==> config.mk <==
export PLATFORM = sky130hd
export DESIGN_NAME = gpio_ext
export DESIGN_NICKNAME = d
export VERILOG_FILES = /design/src/rtl/gpio_ext_pkg.sv /design/src/rtl/gpio_ext_pin.sv /design/src/rtl/gpio_ext.sv
export SDC_FILE = /design/constraint.sdc
export NUM_CORES = 1
export LEC_CHECK = 0
export BUFFER_PORTS_ARGS = -buffer_cell sky130_fd_sc_hd__buf_2
export CORE_MARGIN = 10
export CORE_UTILIZATION = 40
export CTS_CLUSTER_DIAMETER = 30
export CTS_CLUSTER_SIZE = 16
export DETAILED_ROUTE_END_ITERATION = 7
export SLEW_MARGIN = 20
export SYNTH_ARGS = -nofsm -noshare
export SYNTH_HDL_FRONTEND = slang
export SYNTH_HIERARCHICAL = 1
export SYNTH_SLANG_ARGS = --single-unit
==> constraint.sdc <==
create_clock -name pclk_i -period 3.7 [get_ports pclk_i]
set_input_delay 0.74 -clock pclk_i [delete_from_list [all_inputs] [get_ports pclk_i]]
set_output_delay 0.74 -clock pclk_i [all_outputs]
set_load 0.05 [all_outputs]
==> src/rtl/gpio_ext_pkg.sv <==
// GPIO_EXT shared definitions.
// Register offsets (paddr[5:2]) and interrupt type encoding.
package gpio_ext_pkg;

  localparam logic [3:0] OFF_DIR    = 4'd0;
  localparam logic [3:0] OFF_IN     = 4'd1;
  localparam logic [3:0] OFF_OUT    = 4'd2;
  localparam logic [3:0] OFF_SET    = 4'd3;
  localparam logic [3:0] OFF_CLR    = 4'd4;
  localparam logic [3:0] OFF_IEN    = 4'd5;
  localparam logic [3:0] OFF_IT0    = 4'd6;
  localparam logic [3:0] OFF_IT1    = 4'd7;
  localparam logic [3:0] OFF_IST    = 4'd8;
  localparam logic [3:0] OFF_IOF    = 4'd9;
  localparam logic [3:0] OFF_DEBEN  = 4'd10;
  localparam logic [3:0] OFF_DEBDIV = 4'd11;
  localparam logic [3:0] OFF_LAST   = 4'd11;

  typedef enum logic [1:0] {
    IT_LVL_HI = 2'b00,
    IT_LVL_LO = 2'b01,
    IT_RISE   = 2'b10,
    IT_FALL   = 2'b11
  } irq_type_e;

endpackage

==> src/rtl/gpio_ext_pin.sv <==
// GPIO_EXT per-pin path: synchroniser, debounce filter
// and raw interrupt event generation.
module gpio_ext_pin
  import gpio_ext_pkg::*;
#(
  parameter int SYNC_STAGES = 2
) (
  input  logic      clk_i,
  input  logic      rst_ni,
  input  logic      pin_i,
  input  logic      tick_i,
  input  logic      deben_i,
  input  irq_type_e itype_i,
  output logic      filt_o,
  output logic      evt_o
);

  logic [SYNC_STAGES-1:0] sync_q, svld_q;
  logic [2:0] hist_q, hist_d, hv_q, hv_d;
  logic deb_q, deb_d, dvld_q, dvld_d;
  logic prev_q, arm_q;
  logic s, svld, valid;

  assign s    = sync_q[SYNC_STAGES-1];
  assign svld = svld_q[SYNC_STAGES-1];

  always_comb begin
    hist_d = hist_q;
    hv_d   = hv_q;
    deb_d  = deb_q;
    dvld_d = dvld_q;
    if (tick_i && svld) begin
      hist_d = {hist_q[1:0], s};
      hv_d   = {hv_q[1:0], 1'b1};
      if ((&hv_d) && ((&hist_d) || !(|hist_d))) begin
        deb_d  = s;
        dvld_d = 1'b1;
      end
    end
  end

  assign filt_o = deben_i ? deb_q : s;
  assign valid  = deben_i ? dvld_q : svld;

  // prev_q is only trusted once the filter has produced a real value
  always_comb begin
    evt_o = 1'b0;
    unique case (itype_i)
      IT_LVL_HI: evt_o = filt_o;
      IT_LVL_LO: evt_o = !filt_o;
      IT_RISE:   evt_o = filt_o && !prev_q;
      IT_FALL:   evt_o = !filt_o && prev_q;
    endcase
    evt_o = evt_o && arm_q && valid;
  end

  always_ff @(posedge clk_i or negedge rst_ni) begin
    if (!rst_ni) begin
      sync_q <= '0;
      svld_q <= '0;
      hist_q <= '0;
      hv_q   <= '0;
      deb_q  <= 1'b0;
      dvld_q <= 1'b0;
      prev_q <= 1'b0;
      arm_q  <= 1'b0;
    end else begin
      sync_q <= {sync_q[SYNC_STAGES-2:0], pin_i};
      svld_q <= {svld_q[SYNC_STAGES-2:0], 1'b1};
      hist_q <= hist_d;
      hv_q   <= hv_d;
      deb_q  <= deb_d;
      dvld_q <= dvld_d;
      prev_q <= filt_o;
      arm_q  <= arm_q | valid;
    end
  end

endmodule

==> src/rtl/gpio_ext.sv <==
// GPIO_EXT top: APB4 register file, debounce prescaler,
// interrupt status and per-pin input conditioning.
module gpio_ext
  import gpio_ext_pkg::*;
#(
  parameter int GPIO_NUM    = 32,
  parameter int SYNC_STAGES = 2,
  parameter int DIV_WIDTH   = 16
) (
  input  logic                pclk_i,
  input  logic                presetn_i,
  input  logic [31:0]         paddr_i,
  input  logic                psel_i,
  input  logic                penable_i,
  input  logic                pwrite_i,
  input  logic [31:0]         pwdata_i,
  input  logic [3:0]          pstrb_i,
  output logic                pready_o,
  output logic                pslverr_o,
  output logic [31:0]         prdata_o,
  input  logic [GPIO_NUM-1:0] gpio_in_i,
  output logic [GPIO_NUM-1:0] gpio_out_o,
  output logic [GPIO_NUM-1:0] gpio_dir_o,
  output logic [GPIO_NUM-1:0] gpio_iof_o,
  output logic                irq_o
);

  typedef logic [GPIO_NUM-1:0]  vec_t;
  typedef logic [DIV_WIDTH-1:0] div_t;

  logic [3:0]  off;
  logic        bad, wr, tick, irq_q;
  logic [31:0] bm, wd, rd;
  vec_t dir_q, dir_d, out_q, out_d, ien_q, ien_d;
  vec_t it0_q, it0_d, it1_q, it1_d, ist_q, ist_d;
  vec_t iof_q, iof_d, deb_q, deb_d, filt, evt, vm, vw;
  div_t div_q, div_d, cnt_q, cnt_d;
  logic unused_addr;

  assign off = paddr_i[5:2];
  assign bad = off > OFF_LAST;
  assign wr  = psel_i & penable_i & pwrite_i & ~bad;
  assign bm  = {{8{pstrb_i[3]}}, {8{pstrb_i[2]}},
                {8{pstrb_i[1]}}, {8{pstrb_i[0]}}};
  assign wd  = pwdata_i & bm;
  assign vm  = vec_t'(bm);
  assign vw  = vec_t'(wd);
  assign unused_addr = ^{paddr_i[31:6], paddr_i[1:0]};

  assign tick  = cnt_q >= div_q;
  assign cnt_d = tick ? '0 : cnt_q + 1'b1;

  always_comb begin
    dir_d = dir_q;
    out_d = out_q;
    ien_d = ien_q;
    it0_d = it0_q;
    it1_d = it1_q;
    ist_d = ist_q;
    iof_d = iof_q;
    deb_d = deb_q;
    div_d = div_q;
    if (wr) begin
      case (off)
        OFF_DIR:    dir_d = (dir_q & ~vm) | vw;
        OFF_OUT:    out_d = (out_q & ~vm) | vw;
        OFF_SET:    out_d = out_q | vw;
        OFF_CLR:    out_d = out_q & ~vw;
        OFF_IEN:    ien_d = (ien_q & ~vm) | vw;
        OFF_IT0:    it0_d = (it0_q & ~vm) | vw;
        OFF_IT1:    it1_d = (it1_q & ~vm) | vw;
        OFF_IST:    ist_d = ist_q & ~vw;
        OFF_IOF:    iof_d = (iof_q & ~vm) | vw;
        OFF_DEBEN:  deb_d = (deb_q & ~vm) | vw;
        OFF_DEBDIV: div_d = (div_q & ~div_t'(bm)) | div_t'(wd);
        default: ;
      endcase
    end
    // new events win over a same-cycle W1C
    ist_d = ist_d | (evt & ien_q);
  end

  always_comb begin
    rd = '0;
    case (off)
      OFF_DIR:    rd = 32'(dir_q);
      OFF_IN:     rd = 32'(filt);
      OFF_OUT:    rd = 32'(out_q);
      OFF_IEN:    rd = 32'(ien_q);
      OFF_IT0:    rd = 32'(it0_q);
      OFF_IT1:    rd = 32'(it1_q);
      OFF_IST:    rd = 32'(ist_q);
      OFF_IOF:    rd = 32'(iof_q);
      OFF_DEBEN:  rd = 32'(deb_q);
      OFF_DEBDIV: rd = 32'(div_q);
      default:    rd = '0;
    endcase
  end

  assign prdata_o   = psel_i ? rd : '0;
  assign pslverr_o  = psel_i & penable_i & bad;
  assign pready_o   = 1'b1;
  assign gpio_out_o = out_q;
  assign gpio_dir_o = dir_q;
  assign gpio_iof_o = iof_q;
  assign irq_o      = irq_q;

  for (genvar i = 0; i < GPIO_NUM; i++) begin : g_pin
    gpio_ext_pin #(
      .SYNC_STAGES(SYNC_STAGES)
    ) u_pin (
      .clk_i   (pclk_i),
      .rst_ni  (presetn_i),
      .pin_i   (gpio_in_i[i]),
      .tick_i  (tick),
      .deben_i (deb_q[i]),
      .itype_i (irq_type_e'({it1_q[i], it0_q[i]})),
      .filt_o  (filt[i]),
      .evt_o   (evt[i])
    );
  end

  always_ff @(posedge pclk_i or negedge presetn_i) begin
    if (!presetn_i) begin
      dir_q <= '0;
      out_q <= '0;
      ien_q <= '0;
      it0_q <= '0;
      it1_q <= '0;
      ist_q <= '0;
      iof_q <= '0;
      deb_q <= '0;
      div_q <= '0;
      cnt_q <= '0;
      irq_q <= 1'b0;
    end else begin
      dir_q <= dir_d;
      out_q <= out_d;
      ien_q <= ien_d;
      it0_q <= it0_d;
      it1_q <= it1_d;
      ist_q <= ist_d;
      iof_q <= iof_d;
      deb_q <= deb_d;
      div_q <= div_d;
      cnt_q <= cnt_d;
      irq_q <= |ist_q;
    end
  end

endmodule

==> out/qor.yml, run 1 <==
overflow: 0
drt_pass1_iterations: 7
dp_slack_ps: 160
root_buffer: "clkbuf_16"
layout_min_cycle_time_ps: 3580
grt_start_max_net_pins: 78
grt_pass1_wl_mm: 125
netlist_area_um2: 28300
clk_pin_slew_ps: 40
ys_warn_count: 6
postLayoutSetupSlackWorst_ps: 121
yosysUniqueCellTypes: 64
path_cells: "buf_2, buf_4, nor4b_4, buf_4, a22o_1, a221oi_1, a31oi_1, buf_2"
syn_to_final_growth_pct: 28.3
fp.dieArea_um2: 81900
crit_slowest_cell: "nor4b_4"
dpl_cell_area_um2: 31300
hpwl_mm: 54.7
leakage_nw: 17.2
final_cell_mix: "673 x dfrtp_1, 193 x mux2_2, 188 x buf_2"
layout-drive-gt1-share_pct: 29.2
clockBufferDepth: 3
max_slew_margin_pct: 31.3
avgSynthCellArea_um2: 12.8
ant_nets: 0
fin_skew_ps: 28.3
synth_seq_cells: 673
core_um2: 70100
peakVddDrop_mv: 0.390
synth_seq_area_share_pct: 59.4
io-pin-count: 236
cp-start-kind: "primary input"
postRouteWirelength_mm: 80.7
cts_buffers: 147
antenna_found_initial: 8
io_buffers: 206
grt_pass1_vias: 21319
maxCapViolCount: 0
min_path_type: "primary input to async pin"
fin_tns_setup_ps: 0
finalMaxSlewViolations: 0
fmax_mhz: 279
final_area_um2: 36400
rsz0062_at_grt: "no"
cts.htree.levels: 4
setup_viol: 0
initialDrtViolationCount: 1771
gp_congestion: 0.849
arrival_ps: 2840
status: "finished clean"
via_per_inst: 5.63
final_common_cell: "dfrtp_1"
cts_tree: "done"
cts_sinks: 673
critPathCaptureType: "output pin"
power_density_nw_per_um2: 640
synth_edf_count: 0
finalHoldViolations: 0
drt-wirelength-per-cell_um: 22.2
hold-worst-slack_ps: 13.1
syn-num-nets: 2332
vias: 20419
tightest_slew_ps: 1030
die_x_um: 286
start_util_pct: 40.4
clkLatencyLatePin_ps: 720
synthCells: 2210
nets: 2687
synthArstFlopShare_pct: 100
critical_path.max_stage_delay_ps: 420
cp_max_fo: 14
track_usage_pct: 19.7
die_h_um: 286
post-route-period-util_pct: 96.7
cp_data_required_time_ps: 2960
synth_ff_type: "dfrtp_1"
post_cts_buffers: 0
rows: 97
drc: 0
critPathKind: "primary input to output pin"
-- power by group --
part	switching, W	internal [W]
Combinational	0.00113	0.000656
Clock	0.00421	0.00893
Sequential	0.000511	0.00786
-- through the flow --
stage,utilization [%],total power (W),std cells
2_1_floorplan,-,0.00937,2210
3_3_place_gp,44.6,0.0102,3356
5_1_grt,51.8,0.0241,3626
3_5_place_dp,44.6,0.0103,3356
6_report,51.8,0.0233,3630
4_1_cts,51.8,0.0235,3626
-- area by class of cell --
class                           instances  area (um^2)
Inverter                               50          188
Clock inverter                         81          912
Timing Repair Buffer                  266         2010
Tap cell                              940         1180
Fill cell                            6007        33800
Antenna cell                            4         10.0
Multi-Input combinational cell       1427        11100
Sequential cell                       673        16800
Clock buffer                          189         4180
-- synthesized netlist by cell type, types with 34 or more instances --
library cell  number  share of area, %
a21oi_1           99               1.7
a221oi_1          39               1.2
a22o_1            70               2.2
a22oi_1           52               1.4
and4b_1           34               1.2
dfrtp_1          673                59
inv_1             50              0.66
mux2_1            96               3.8
mux2_2           193               7.7
mux2i_1           47               1.7
nand2_1          149               2.0
nand2b_1          65               1.4
nand3_1           38              0.67
nand4_1           38              0.84
nor2_1            36              0.48
o211ai_1          36              0.95
o21ai_0           60               1.1
xor2_1            34               1.1
-- final timing paths --
kind                                            from                         to  slack (ps)  cells past startpoint
hold / removal                             presetn_i                  async pin          10                      1
hold reg to reg            g_pin[25].u_pin/svld_q[0]  g_pin[25].u_pin/svld_q[1]         320                      0
min in group pclk_i                    gpio_in_i[11]  g_pin[11].u_pin/sync_q[0]         130                      1
max in group asynchronous                  presetn_i  g_pin[14].u_pin/hist_q[0]        2570                      3
setup reg to reg                            cnt_q[0]    g_pin[23].u_pin/hv_q[1]         300                      9
setup / recovery                          paddr_i[2]               prdata_o[17]         120                      8
-- cell families (layout without fill, tap and decap cells) --
group                      Yosys count  count (layout)  synth area share, %
and+or+nand+nor                    513             513                 10.3
buffers and inverters              110             586                 1.73
other                               33              37                0.437
muxes                              368             368                 14.8
AOI/OAI and AO/OA                  451             451                 11.1
adders and majority gates           17              17                0.751
xor gates and xnor gates            45              45                 1.39
DFF                                673             673                 59.4
-- critical path, delay by kind of cell --
| kind | cells | cell delay, ps |
|---|---|---|
| compound gates | 3 | 560 |
| buf+inv | 4 | 1120 |
| simple gates | 1 | 420 |
-- metal layers --
metal | vias up | routed length [um] | global-route usage [%]
met3 | 165 | 8260 | 6.74
met1 | 10414 | 32600 | 24.9
met2 | 865 | 37800 | 31.1
met4 | 8 | 2010 | 7.17
met5 | - | 50 | 0
li1 | 8967 | - | -
-- what timing repair did --
action | 4_1_cts | 5_1_grt
gates resized for setup | 0 | 1
hold buffers | 0 | 0
setup endpoints to repair | 0 | 1
(Power assumes the default switching activity.)
==> run 2, diff against run 1 <==
- ABC_AREA: default -> 1
==> out/qor.yml, run 2 <==
peakVddDrop_mv: 0.401
holdBufCountCts: 1
dp_slack_ps: 348
final_cell_mix: "1,333 x nand2_1, 673 x dfrtp_1, 391 x inv_1"
layout-drive-gt1-share_pct: 16.8
fin_tns_setup_ps: 0
netlist_area_um2: 29700
finalHoldViolations: 0
rsz0062_at_grt: "no"
leakage_nw: 18.7
syn-num-nets: 3733
synth_ff_type: "dfrtp_1"
grt_pass1_vias: 23801
ant_nets: 0
synth_seq_cells: 673
overflow: 0
n_fill_cell: 6895
avgSynthCellArea_um2: 8.23
drc: 0
timing.rr.end: "g_pin[10].u_pin/deb_q"
grt_start_max_net_pins: 128
clkLatencyLatePin_ps: 730
worst_r2r_path_depth: 15
cts-resized-gates: 0
io_buffers: 206
critPathCaptureType: "output pin"
drt_pass1_iterations: 5
max_slew_margin_pct: 44.1
grt_pass1_wl_mm: 134
initialDrtViolationCount: 1801
cp_max_fo: 16
dpl_cell_area_um2: 32300
drt-wirelength-per-cell_um: 17.1
post_cts_buffers: 0
synth_top_cell_by_area: "dfrtp_1"
antenna_found_initial: 7
postLayoutSetupSlackWorst_ps: 228
critPathKind: "primary input to output pin"
status: "finished clean"
rr_startpoint: "cnt_q[7]"
start_util_pct: 40.5
layout_min_cycle_time_ps: 3470
postRouteWirelength_mm: 85.6
synth_seq_area_share_pct: 56.7
synthArstFlopShare_pct: 100
io-pin-count: 236
power_density_nw_per_um2: 708
ff2ff_setup_slack_ps: 1040
min_to: "g_pin[2].u_pin/sync_q[0]"
synth.top_cell.area_share_pct: 56.7
maxCapViolCount: 0
syn_to_final_growth_pct: 25.9
root_buffer: "clkbuf_16"
synth-simple-area-share_pct: 27.5
cp_data_required_time_ps: 2960
cts_buffers: 146
rows: 99
gp_congestion: 0.870
yosysUniqueCellTypes: 28
cp-start-kind: "primary input"
synthXorXnorAreaFrac_pct: 0.324
critical_path.max_stage_delay_ps: 390
synthCells: 3611
multiInputGateArea_um2: 11100
yosys-top-cells-area: "dfrtp_1 57%, nand2_1 17%, inv_1 4.9%"
synth-compound-area-share_pct: 8.26
hold-worst-slack_ps: 123
utilization_pct: 51.0
cts.htree.levels: 4
finalMaxSlewViolations: 0
nets: 4056
min_path_type: "primary input to flop"
synth_top_family_by_area: "simple AND/OR/NAND/NOR gates"
post-route-period-util_pct: 93.8
cts_sinks: 673
synthMuxAreaShare_pct: 0
clk_pin_slew_ps: 40
arrival_ps: 2730
clockBufferDepth: 3
fmax_mhz: 288
crit_slowest_cell: "a21oi_1"
track_usage_pct: 20.0
hpwl_mm: 58.8
synth_edf_count: 0
min_path_cells: 1
via_per_inst: 4.87
path_cells: "buf_2, inv_2, nand2_1, nor2_2, buf_4, nand2_1, nand3_1, nor2_1, a21oi_1, buf_2"
final_area_um2: 37400
final_common_cell: "nand2_1"
ys_top_cells_by_count: "1,334 x nand2_1, 673 x dfrtp_1, 391 x inv_1"
fin_skew_ps: 29.1
ys_warn_count: 6
synth_most_common_cell: "nand2_1"
regArea_um2: 16800
synthAdderAreaFrac_pct: 0.716
core_um2: 73300
die_h_um: 293
cts_tree: "done"
tightest_slew_ps: 838
vias: 24387
die_x_um: 293
setup_viol: 0
startpoint: "paddr_i[2]"
min_from: "gpio_in_i[2]"
fp.dieArea_um2: 85600
==> run 2: cell count changes after synthesis, sizes merged, moves of 61 or more <==
| cell | previous run | this run |
|---|---|---|
| a22o | 70 | 0 |
| nand3 | 39 | 217 |
| mux2 | 321 | 0 |
| o21ai | 66 | 403 |
| nor2 | 60 | 193 |
| nand2 | 149 | 1432 |
| nand2b | 65 | 0 |
| inv | 50 | 393 |
| a21oi | 99 | 38 |
==> run 2: metrics by stage <==
step	cells	total power, W
CTS	5006	0.0268
global placement	4744	0.0132
floorplan	3611	0.0120
global route	5006	0.0278
finish	5008	0.0265
detailed placement	4744	0.0134
==> run 2: worst max path at each step <==
stage	to	slack (ps)	cells after the start
floorplan	g_pin[0].u_pin/deb_q	260	15
global placement	prdata_o[15]	370	12
detailed placement	prdata_o[19]	350	10
CTS	prdata_o[19]	330	10
global route	prdata_o[19]	150	10
finish	prdata_o[19]	230	10
==> run 2: layout make-up <==
type                    instances  share of cell area (%)
clock buffers                 194                    11.0
inverters                     394                    3.95
well taps                     959                    3.21
clock inverters                67                    2.76
flip-flops and latches        673                    45.0
diodes                          2                  0.0134
repair buffers                255                    4.37
multi-input cells            2464                    29.7
==> run 2: critical path: cells and delay by family <==
kind                   cells  cell delay, ps
buffers and inverters      4             920
AOI/OAI and AO/OA          1             390
and+or+nand+nor            5             660
==> run 2: kinds of logic after synthesis <==
kind of cell,count (synthesis)
and+or+nand+nor,1929
DFF,673
AOI/OAI and AO/OA,474
buffers and inverters,474
other,33
adders and majority gates,17
xor gates and xnor gates,11
==> run 2: power by group <==
group          internal (W)  switching (W)  total, W
Clock               0.00895        0.00431    0.0133
Sequential          0.00854       0.000864   0.00940
Combinational       0.00121        0.00263   0.00385
Total                0.0187        0.00781    0.0265
==> run 2: metal layers <==
metal	track usage, %	share of wire, %	up-vias	wire length [um]
met4	7.91	3.0	2	2530
met2	30.4	44	789	37400
met3	5.99	8.9	158	7600
met5	0	0.016	-	14
li1	-	-	11984	-
met1	26.6	44	11454	38000
==> run 3, diff against run 2 <==
- CORE_ASPECT_RATIO: default -> 1.5
==> out/qor.yml, run 3 (same netlist as run 2, synthesis figures left out) <==
status: "finished clean"
die_x_um: 243
endpoint: "prdata_o[13]"
fin_skew_ps: 22.5
cts_sinks: 673
via_per_inst: 4.87
dpl_cell_area_um2: 32400
fmax_mhz: 295
vias: 24534
initialDrtViolationCount: 1671
timing.rr.end: "g_pin[30].u_pin/deb_q"
clockBufferDepth: 3
grt_pass1_wl_mm: 136
die_h_um: 354
root_buffer: "clkbuf_16"
drt_pass1_iterations: 7
post-route-period-util_pct: 91.6
cts.htree.levels: 4
drc: 0
final_common_cell: "nand2_1"
track_usage_pct: 20.3
grt_start_max_net_pins: 95
n_fill_cell: 7060
setup_viol: 0
min_path_type: "primary input to async pin"
power_density_nw_per_um2: 694
maxCapViolCount: 0
critPathCaptureType: "output pin"
nets: 4051
start_util_pct: 40.3
rsz0062_at_grt: "no"
finalMaxSlewViolations: 0
ant_nets: 0
startpoint: "paddr_i[5]"
core_um2: 73700
io_buffers: 206
antenna_found_initial: 9
hpwl_mm: 61.6
rows: 122
cp-start-kind: "primary input"
cts_buffers: 131
clk_pin_slew_ps: 50
cts_tree: "done"
worst_r2r_path_depth: 15
layout-drive-gt1-share_pct: 16.7
tightest_slew_ps: 882
arrival_ps: 2650
ff2ff_setup_slack_ps: 1090
clkLatencyLatePin_ps: 710
overflow: 0
grt_pass1_vias: 24270
critPathKind: "primary input to output pin"
fin_tns_setup_ps: 0
rr_startpoint: "cnt_q[7]"
final_area_um2: 37100
postRouteWirelength_mm: 87.3
leakage_nw: 18.5
peakVddDrop_mv: 0.439
fp.dieArea_um2: 85800
gp_congestion: 0.858
cp_data_required_time_ps: 2960
finalHoldViolations: 0
holdBufCountCts: 0
cp_max_fo: 16
final_cell_mix: "1,333 x nand2_1, 673 x dfrtp_1, 391 x inv_1"
io-pin-count: 236
cts-resized-gates: 0
post_cts_buffers: 0
syn_to_final_growth_pct: 24.8
max_slew_margin_pct: 41.1
drt-wirelength-per-cell_um: 17.3
layout_min_cycle_time_ps: 3390
==> run 3: worst min path at each step <==
stage                                endpoint  slack [ps]  cells past startpoint                       from
floorplan            g_pin[0].u_pin/svld_q[1]         330                      0   g_pin[0].u_pin/svld_q[0]
global placement    g_pin[24].u_pin/svld_q[1]         330                      0  g_pin[24].u_pin/svld_q[0]
detailed placement   g_pin[0].u_pin/svld_q[1]         330                      0   g_pin[0].u_pin/svld_q[0]
CTS                  g_pin[0].u_pin/hist_q[0]          20                      1                  presetn_i
global route         g_pin[0].u_pin/hist_q[0]          40                      1                  presetn_i
finish               g_pin[9].u_pin/sync_q[0]          20                      1                  presetn_i
==> run 3: critical path, stage by stage <==
cell and delay, ps:
buf_2 160, inv_1 80, nand2_1 290, nor2_4 250, buf_4 320, nand2_1 90, nand2_1 80, inv_1 30
nand3_1 70, nand2_1 70, inv_1 160, buf_2 290
==> run 3: stage by stage <==
step	cells	total power, W	hold WS, ps	utilization [%]	setup slack, ps
final	5033	0.0257	21.9	50.3	309
after global routing	5028	0.0270	37.3	50.3	208
after CTS	5026	0.0260	15.9	50.3	359
after detailed placement	4788	0.0134	335	43.9	363
after global placement	4788	0.0133	331	43.9	389
after floorplan	3611	0.0120	331	-	262
==> run 3: area by class of cell <==
class,instances,area (um^2),area share (%)
Sequential cell,673,16800,45.4
Antenna cell,7,17.5,0.0472
Timing Repair Buffer,265,1690,4.57
Tap cell,992,1240,3.35
Clock buffer,162,3610,9.73
Clock inverter,76,1080,2.91
Multi-Input combinational cell,2464,11100,30.0
Inverter,394,1480,3.99
==> run 3: power by group <==
part	internal, W	switching, W
clock network	0.00844	0.00405
registers	0.00853	0.000847
logic	0.00121	0.00267
==> run 3: per-layer routing <==
layer  global-route usage, %  wire length, um  vias to the layer above
li1                        -                -                    11974
met1                    24.0            34900                    11633
met2                    34.7            43100                      746
met3                    5.52             6450                      179
met4                    8.02             2870                        2
met5                       0                9                        -
